`src/rtl/print_uart_tx.sv`:
```
// print_uart_tx: buffers 32-bit words from the core's print port in a FIFO and
// serializes each one onto an 8N1 UART line. It never back-pressures the core:
// a push that finds the FIFO full (with no pop in the same cycle) is dropped
// and OVERFLOW is set.
// Optional build macro PRINT_HEX_ASCII_EN: when defined, each word is sent as
// 8 uppercase ASCII hex digits (MS nibble first) followed by a line feed. When
// it is undefined, the word is sent as 4 raw bytes, little-endian.
// Ports:
//   CLK        system clock (posedge)
//   RESET      asynchronous, active-high reset
//   PRINT_VAL  word to print; PRINT_EN pushes it
//   PRINT_EN   push strobe, one word per high cycle
//   OVF_CLR    synchronous clear of OVERFLOW
//   TX         registered UART line, idle high
//   BUSY       FIFO non-empty or a frame in progress
//   FIFO_LEVEL words currently buffered
//   OVERFLOW   sticky flag, set when a push is dropped
module print_uart_tx #(
  parameter int FIFO_DEPTH   = 16,
  parameter int CLKS_PER_BIT = 868
) (
  input  logic                        CLK,
  input  logic                        RESET,
  input  logic [31:0]                 PRINT_VAL,
  input  logic                        PRINT_EN,
  input  logic                        OVF_CLR,
  output logic                        TX,
  output logic                        BUSY,
  output logic [$clog2(FIFO_DEPTH):0] FIFO_LEVEL,
  output logic                        OVERFLOW
);

  localparam int AW = $clog2(FIFO_DEPTH);
  localparam int LW = AW + 1;
  localparam int CW = $clog2(CLKS_PER_BIT);
  localparam logic [CW-1:0] BAUD_LAST = CW'(CLKS_PER_BIT - 1);

`ifdef PRINT_HEX_ASCII_EN
  localparam int BI_W = 4;
  localparam logic [BI_W-1:0] LAST_BYTE = 4'd8;
`else
  localparam int BI_W = 2;
  localparam logic [BI_W-1:0] LAST_BYTE = 2'd3;
`endif

  typedef enum logic [1:0] {
    IDLE  = 2'd0,
    START = 2'd1,
    DATA  = 2'd2,
    STOP  = 2'd3
  } state_t;

  // ---------------------------------------------------------------------------
  // FIFO
  // ---------------------------------------------------------------------------
  logic [31:0]   mem [FIFO_DEPTH];
  logic [AW-1:0] wr_ptr;
  logic [AW-1:0] rd_ptr;
  logic          full;
  logic          empty;
  logic          push;
  logic          pop;
  logic          drop;
  state_t        state;

  assign full  = (FIFO_LEVEL == LW'(FIFO_DEPTH));
  assign empty = (FIFO_LEVEL == '0);
  assign pop   = (state == IDLE) && !empty;
  // A pop in the same cycle frees a slot, so a push into a full FIFO is kept.
  assign push  = PRINT_EN && (!full || pop);
  assign drop  = PRINT_EN && full && !pop;

  always_ff @(posedge CLK) begin
    if (push) begin
      mem[wr_ptr] <= PRINT_VAL;
    end
  end

  always_ff @(posedge CLK or posedge RESET) begin
    if (RESET) begin
      wr_ptr     <= '0;
      rd_ptr     <= '0;
      FIFO_LEVEL <= '0;
      OVERFLOW   <= 1'b0;
    end else begin
      if (push) begin
        wr_ptr <= wr_ptr + AW'(1);
      end
      if (pop) begin
        rd_ptr <= rd_ptr + AW'(1);
      end
      if (push && !pop) begin
        FIFO_LEVEL <= FIFO_LEVEL + LW'(1);
      end else if (pop && !push) begin
        FIFO_LEVEL <= FIFO_LEVEL - LW'(1);
      end
      // A new drop takes priority over a clear in the same cycle.
      if (drop) begin
        OVERFLOW <= 1'b1;
      end else if (OVF_CLR) begin
        OVERFLOW <= 1'b0;
      end
    end
  end

  // ---------------------------------------------------------------------------
  // Current byte selection
  // ---------------------------------------------------------------------------
  logic [31:0]     hold;
  logic [BI_W-1:0] byte_idx;
  logic [2:0]      bit_idx;
  logic [CW-1:0]   baud_cnt;
  logic [7:0]      cur_byte;
  logic [2:0]      next_bit;

  assign next_bit = bit_idx + 3'd1;

`ifdef PRINT_HEX_ASCII_EN
  logic [31:0] hex_shift;
  logic [3:0]  nib;

  // Shift the wanted nibble to the top: byte index n selects hold[31-4n -: 4].
  assign hex_shift = hold << {byte_idx[2:0], 2'b00};
  assign nib       = hex_shift[31:28];

  always_comb begin
    cur_byte = 8'h0A;
    if (byte_idx != LAST_BYTE) begin
      if (nib < 4'd10) begin
        cur_byte = 8'h30 + {4'h0, nib};
      end else begin
        cur_byte = 8'h37 + {4'h0, nib};
      end
    end
  end
`else
  assign cur_byte = hold[{byte_idx, 3'b000} +: 8];
`endif

  // ---------------------------------------------------------------------------
  // Transmit FSM; TX is registered alongside the state
  // ---------------------------------------------------------------------------
  always_ff @(posedge CLK or posedge RESET) begin
    if (RESET) begin
      state    <= IDLE;
      TX       <= 1'b1;
      hold     <= '0;
      byte_idx <= '0;
      bit_idx  <= '0;
      baud_cnt <= '0;
    end else begin
      case (state)
        IDLE: begin
          TX       <= 1'b1;
          baud_cnt <= '0;
          if (pop) begin
            hold     <= mem[rd_ptr];
            byte_idx <= '0;
            state    <= START;
            TX       <= 1'b0;
          end
        end
        START: begin
          if (baud_cnt == BAUD_LAST) begin
            baud_cnt <= '0;
            bit_idx  <= '0;
            state    <= DATA;
            TX       <= cur_byte[0];
          end else begin
            baud_cnt <= baud_cnt + CW'(1);
          end
        end
        DATA: begin
          if (baud_cnt == BAUD_LAST) begin
            baud_cnt <= '0;
            if (bit_idx == 3'd7) begin
              state <= STOP;
              TX    <= 1'b1;
            end else begin
              bit_idx <= next_bit;
              TX      <= cur_byte[next_bit];
            end
          end else begin
            baud_cnt <= baud_cnt + CW'(1);
          end
        end
        STOP: begin
          if (baud_cnt == BAUD_LAST) begin
            baud_cnt <= '0;
            if (byte_idx != LAST_BYTE) begin
              // Next byte of the same word follows with no idle gap.
              byte_idx <= byte_idx + BI_W'(1);
              state    <= START;
              TX       <= 1'b0;
            end else begin
              state <= IDLE;
              TX    <= 1'b1;
            end
          end else begin
            baud_cnt <= baud_cnt + CW'(1);
          end
        end
        default: begin
          state <= IDLE;
          TX    <= 1'b1;
        end
      endcase
    end
  end

  assign BUSY = (state != IDLE) || !empty;

endmodule

```
`config.mk`:
```
export PLATFORM = sky130hd
export DESIGN_NAME = print_uart_tx
export DESIGN_NICKNAME = d
export VERILOG_FILES = /design/src/rtl/print_uart_tx.sv
export SDC_FILE = /design/constraint.sdc
export NUM_CORES = 1
export LEC_CHECK = 0
export CAP_MARGIN = 40
export CORE_ASPECT_RATIO = 1.4
export CORE_MARGIN = 1.5
export CORE_UTILIZATION = 50
export CTS_BUF_LIST = sky130_fd_sc_hd__clkbuf_4 sky130_fd_sc_hd__clkbuf_8
export DETAILED_ROUTE_END_ITERATION = 16
export GPL_ROUTABILITY_DRIVEN = 0
export PLACE_DENSITY_LB_ADDON = 0.05
export REMOVE_ABC_BUFFERS = 1
export SKIP_LAST_GASP = 1
export SLEW_MARGIN = 5
export SYNTH_ARGS = -nofsm -noshare
export SYNTH_HDL_FRONTEND = slang
export SYNTH_SLANG_ARGS = --single-unit
```
`constraint.sdc`:
```
create_clock -name CLK -period 3.9 [get_ports CLK]
set_input_delay 0.39 -clock CLK [delete_from_list [all_inputs] [get_ports CLK]]
set_output_delay 0.39 -clock CLK [all_outputs]
set_load 0.005 [all_outputs]
```
==> results.tsv, run 1 <==
metric	value	unit
status	complete, no violations	
cts_hold_buf	1	
path_buf_inv	1	
start_util	50.5	%
layout_commonest_cell	edfxtp_1	
critPathTopFamily	simple AND/OR/NAND/NOR gates	
fin_tns_setup	0	ns
fin_skew	0.0229	ns
cts_root_buf	clkbuf_8	
netlist_area	22700	um^2
drive_gt1_share	29.3	%
path_cells	or4_1, o31a_1, ha_1, inv_1, ha_1, nor2b_1, o21a_1, or3_1, a21oi_1, xnor2_1	
clkSlewWorstSetupHoldPaths	0.06	ns
vdd_ir_drop_max	0.321	mV
postSynthCellCount	1100	
cts_tree	done	
critPathMostFrequentCell	ha_1	
yosys.area.top_type	edfxtp_1	
htreeDepth	3	
rsz0062_at_grt	false	
antenna_found_initial	1	
start_kind	flop	
routed_via_density	5.71	
slew_headroom	51.6	%
cts_buffers	86	
slew_viol_final	0	
post-place-cells	1693	
cp_slowest_cell	or4_1	
layout_common_cells	512 x edfxtp_1, 155 x mux4_2, 106 x nand2_1	
hold_ws	0.315	ns
ios	44	
timing.fmax	315	MHz
crit_path_max_fanout	10	
first_global_vias	11200	
grt_usage	21.5	%
finalCritPeriodShare	81.5	%
hpwlAfterDp	29.6	mm
die_y	255	um
drt_iter0_drc	664	
crit_arrival	3.76	ns
finalWirelength	47.2	mm
num_vias	10600	
yosys_most_used_dff	edfxtp_1	
routedWlPerCell	25.5	um
row_count	92	
fin_cells	1853	
overflow	0	
period_needed	3.18	ns
dieArea	46700	um^2
area_delta_synth_final	13.0	%
core_area	44900	um^2
finalSetupViolations	0	
ys_seq_area_share	74.9	%
port_buffers	43	
grt_pass1_wl	71.8	mm
synth_edf_count	512	
nets	1273	
postRouteAntennaNets	0	
hold_viol	0	
synth_area_leaders	edfxtp_1 68%, mux4_2 15%, dfrtp_1 7.0%, nand2_1 1.8%, ha_1 0.99%	
drv_cap	0	
post-cts-setup-buffers	0	
grt_start_max_net_pins	59	
crit_type	reg2reg	
cts_resized	0	
drc	0	
ys_async_sr_fraction	11.1	%
syn_avg_cell_area	20.6	um^2
ys_warn_count	0	
synth_seq_cells	576	
p_total	13.3	mW
powerDensity	521	nW/um^2
clk_latency	0.67	ns
cts.sinks	576	
die_x	183	um
hp-class	in2reg	
firstDrtPassIters	4	
p_leak	8.55	nW
required	4.48	ns
clk_path_buf_depth	3	
cp-end-kind	flop	
yosysUniqueCellTypes	54	
slowest_delay	0.60	ns
synth_top_area_share	67.8	%
tightestPinTransition	0.725	ns
## cell families (layout without fill, tap and decap cells)
logic type	count (synthesis)	after routing	synth area share, %
AOI/OAI and AO/OA	56	56	1.77
muxes	176	176	16.4
xor gates and xnor gates	17	17	0.657
DFF	576	576	74.9
other	0	1	0
adders and majority gates	19	19	1.08
buffers and inverters	74	262	1.57
and+or+nand+nor	182	182	3.63
## synthesized netlist by cell type, types with 5 or more instances
cell type	instances
a22oi_1	7
o21ai_0	8
mux4_2	155
mux2_2	17
or2_2	9
nor2_1	20
nand2_1	106
edfxtp_1	512
and2_1	9
nor3_1	6
a22o_1	5
dfrtp_1	63
a21boi_0	7
buf_2	17
buf_4	13
ha_1	18
or3_1	5
clkbuf_1	21
inv_1	18
o31ai_1	8
nand3_1	7
xnor2_1	13
o22ai_1	7
## layout make-up
type                            count  area (um^2)
Inverter                           19         71.3
Clock inverter                     41          210
Sequential cell                   576        17000
Antenna cell                        1         2.50
Multi-Input combinational cell    450         5400
Timing Repair Buffer               85          823
Clock buffer                      117         1430
Tap cell                          564          706
Fill cell                        3397        19300
## through the flow
| step | utilization (%) | area [um^2] | worst slack (ns) |
|---|---|---|---|
| 2_1_floorplan | - | 22400 | -2.49 |
| 4_1_cts | 57.1 | 25600 | 0.728 |
| 6_report | 57.1 | 25600 | 0.720 |
| 3_3_place_gp | 53.4 | 24000 | 0.787 |
| 5_1_grt | 57.1 | 25600 | 0.526 |
| 3_5_place_dp | 53.4 | 24000 | 0.751 |
## state kept, by name, indices dropped and copies added (netlist names)
register / cells
TX: 1
bit_idx: 3
FIFO_LEVEL: 5
mem: 512
state: 2
baud_cnt: 10
wr_ptr: 4
rd_ptr: 4
hold: 32
OVERFLOW: 1
byte_idx: 2
## where the power goes
group / switching, mW / internal, mW / total (mW)
Combinational: 0.740 / 0.447 / 1.19
Sequential: 0.154 / 7.31 / 7.47
Clock: 2.24 / 2.45 / 4.69
## worst register-to-register path, cell delays in order (launching register included)
cell	delay, ns
dfrtp_1	0.43
or4_1	0.60
o31a_1	0.42
ha_1	0.31
inv_1	0.13
ha_1	0.27
nor2b_1	0.15
o21a_1	0.17
or3_1	0.30
a21oi_1	0.18
xnor2_1	0.14
## final timing paths
check / from / to / slack (ns) / cells after the start
hold / removal: PRINT_EN / OVERFLOW / 0.31 / 3
min in group asynchronous: RESET / FIFO_LEVEL[4] / 0.51 / 3
hold reg to reg: hold[12] / hold[12] / 0.47 / 2
max in group asynchronous: RESET / TX / 2.80 / 4
setup / recovery: FIFO_LEVEL[0] / FIFO_LEVEL[4] / 0.72 / 10
setup reg to reg: FIFO_LEVEL[0] / FIFO_LEVEL[4] / 0.72 / 10
## layer usage
metal / global-route usage (%) / vias to the layer above / wire [um] / part of all wire (%)
met5: 0 / - / 0 / 0
met1: 29.6 / 5617 / 20600 / 44
met4: 7.42 / 0 / 918 / 1.9
li1: - / 4701 / - / -
met3: 3.17 / 66 / 1640 / 3.5
met2: 35.5 / 197 / 24100 / 51
Power figures use the tool's default switching activity.
==> inputs of run 2 (changes only) <==
Clock period 3.9 ns to 3.2 ns, I/O delays scaled along.
==> results.tsv, run 2 (synthesis gave the netlist of run 1 again) <==
metric	value	unit	change
cts.sinks	576		unchanged
clk_path_buf_depth	3		unchanged
finalSetupViolations	0		unchanged
top_register	mem		unchanged
postRouteAntennaNets	0		unchanged
path_buf_inv	1		unchanged
clk_latency	0.65	ns	was 0.67 ns
seq_power_share	55.6	%	was 55.9%
drt_iter0_drc	851		was 664
biggestRegsByFlops	mem x512, hold x32, baud_cnt x10		unchanged
fin_tns_setup	0	ns	unchanged
final_util	57.6	%	was 57.1%
drv_cap	0		unchanged
row_count	92		unchanged
hold_viol	0		unchanged
crit_path_max_fanout	5		was 10
tightestPinTransition	0.631	ns	was 0.725 ns
path_cells	or4_1, o31a_1, ha_1, inv_1, ha_1, nor2b_1, o21a_1, or3_1, a21oi_1, xnor2_1		unchanged
cts_hold_buf	0		was 1
die_x	183	um	unchanged
r2r_end	FIFO_LEVEL[4]		unchanged
grt_usage	21.4	%	was 21.5%
ios	44		unchanged
p_sw_share	23.5	%	about the same
finalWirelength	47.6	mm	was 47.2 mm
p_clk_share	35.3	%	was 35.2%
slowest_delay	0.59	ns	was 0.60 ns
start_kind	flop		unchanged
hold_ws	0.0269	ns	was 0.315 ns
cts_root_buf	clkbuf_8		unchanged
layout_common_cells	512 x edfxtp_1, 155 x mux4_2, 106 x nand2_1		unchanged
post-place-cells	1697		was 1693
internal-power	12.5	mW	was 10.2 mW
area_delta_synth_final	14.0	%	was 13.0%
num_vias	10800		was 10.6k
overflow	0		unchanged
largest_reg_flops	512		unchanged
cts_resized	0		unchanged
nets	1278		was 1273
nFillCells	3334		was 3397
fin_cells	1852		was 1853
powerDensity	633	nW/um^2	was 521 nW/um^2
p_sw	3.84	mW	was 3.14 mW
p_total	16.4	mW	was 13.3 mW
htreeDepth	3		unchanged
slew_headroom	58.0	%	was 51.6%
post-cts-setup-buffers	0		unchanged
finalCritPeriodShare	92.4	%	was 81.5%
cts_tree	done		unchanged
critPathTopFamily	simple AND/OR/NAND/NOR gates		unchanged
grt_pass1_wl	71.9	mm	was 71.8 mm
drive_gt1_share	30.2	%	was 29.3%
slew_viol_final	0		unchanged
grt_start_max_net_pins	43		was 59
crit_arrival	3.51	ns	was 3.76 ns
cp_slowest_cell	or4_1		unchanged
rrSetupSlack	0.24	ns	was 0.72 ns
cp-end-kind	flop		unchanged
routed_via_density	5.81		was 5.71
critPathMostFrequentCell	ha_1		unchanged
p_comb_share	9.1	%	was 8.9%
reg2regPathDepth	10		unchanged
required	3.76	ns	was 4.48 ns
clkSlewWorstSetupHoldPaths	0.07	ns	was 0.06 ns
fin_skew	0.0332	ns	was 0.0229 ns
core_area	44900	um^2	unchanged
start_util	50.5	%	unchanged
hpwlAfterDp	29.4	mm	was 29.6 mm
dieArea	46700	um^2	unchanged
antenna_found_initial	1		unchanged
hp-class	in2async		was in2reg
cts_buffers	88		was 86
status	complete, no violations		unchanged
port_buffers	43		unchanged
rsz0062_at_grt	false		unchanged
vdd_ir_drop_max	0.409	mV	was 0.321 mV
r2r-start	FIFO_LEVEL[0]		unchanged
crit_type	reg2reg		unchanged
period_needed	2.96	ns	was 3.18 ns
first_global_vias	11500		was 11.2k
p_leak	8.63	nW	was 8.55 nW
timing.fmax	338	MHz	was 315 MHz
die_y	255	um	unchanged
routedWlPerCell	25.7	um	was 25.5 um
drc	0		unchanged
firstDrtPassIters	5		was 4
layout_commonest_cell	edfxtp_1		unchanged
==> run 2: metal layers <==
layer | global-route usage [%] | part of all wire (%) | vias up
met5 | 0 | 0 | -
met4 | 7.07 | 2.3 | 0
met3 | 3.39 | 4.2 | 71
met2 | 35.9 | 51 | 242
met1 | 28.9 | 43 | 5732
li1 | - | - | 4707
==> run 2: power by group through the flow <==
stage	registers (mW)	logic [mW]	clock network, mW
after CTS	9.10	1.53	5.92
after floorplan	9.22	0.759	0
final	9.09	1.49	5.77
after detailed placement	9.25	1.53	0
after global routing	9.15	1.62	6.22
after global placement	9.23	1.45	0
==> run 2: worst max-delay path by stage <==
stage | depth (start not counted) | slack (ns) | from | end
after floorplan | 4 | -3.19 | rd_ptr[0] | hold[10]
after global placement | 10 | 0.27 | FIFO_LEVEL[0] | FIFO_LEVEL[4]
after detailed placement | 10 | 0.24 | FIFO_LEVEL[1] | FIFO_LEVEL[4]
after CTS | 10 | 0.22 | FIFO_LEVEL[0] | FIFO_LEVEL[4]
after global routing | 10 | 0.04 | FIFO_LEVEL[1] | FIFO_LEVEL[4]
final | 10 | 0.24 | FIFO_LEVEL[0] | FIFO_LEVEL[4]
==> run 2: cell type report <==
type | count | area [um^2] | area share [%]
tap | 564 | 706 | 2.73
clock buffer | 121 | 1500 | 5.81
inverter | 19 | 71.3 | 0.276
clock inverter | 33 | 153 | 0.590
antenna | 1 | 2.50 | 0.00968
multi-input combinational | 450 | 5400 | 20.9
sequential | 576 | 17000 | 65.7
timing repair buffer | 88 | 1030 | 4.00
==> run 2: stage by stage <==
step                      area [um^2]  setup slack [ns]
after floorplan                 22400             -3.19
after global placement          24000             0.271
after CTS                       25900             0.221
after detailed placement        24200             0.244
final                           25900             0.244
after global routing            25900            0.0391
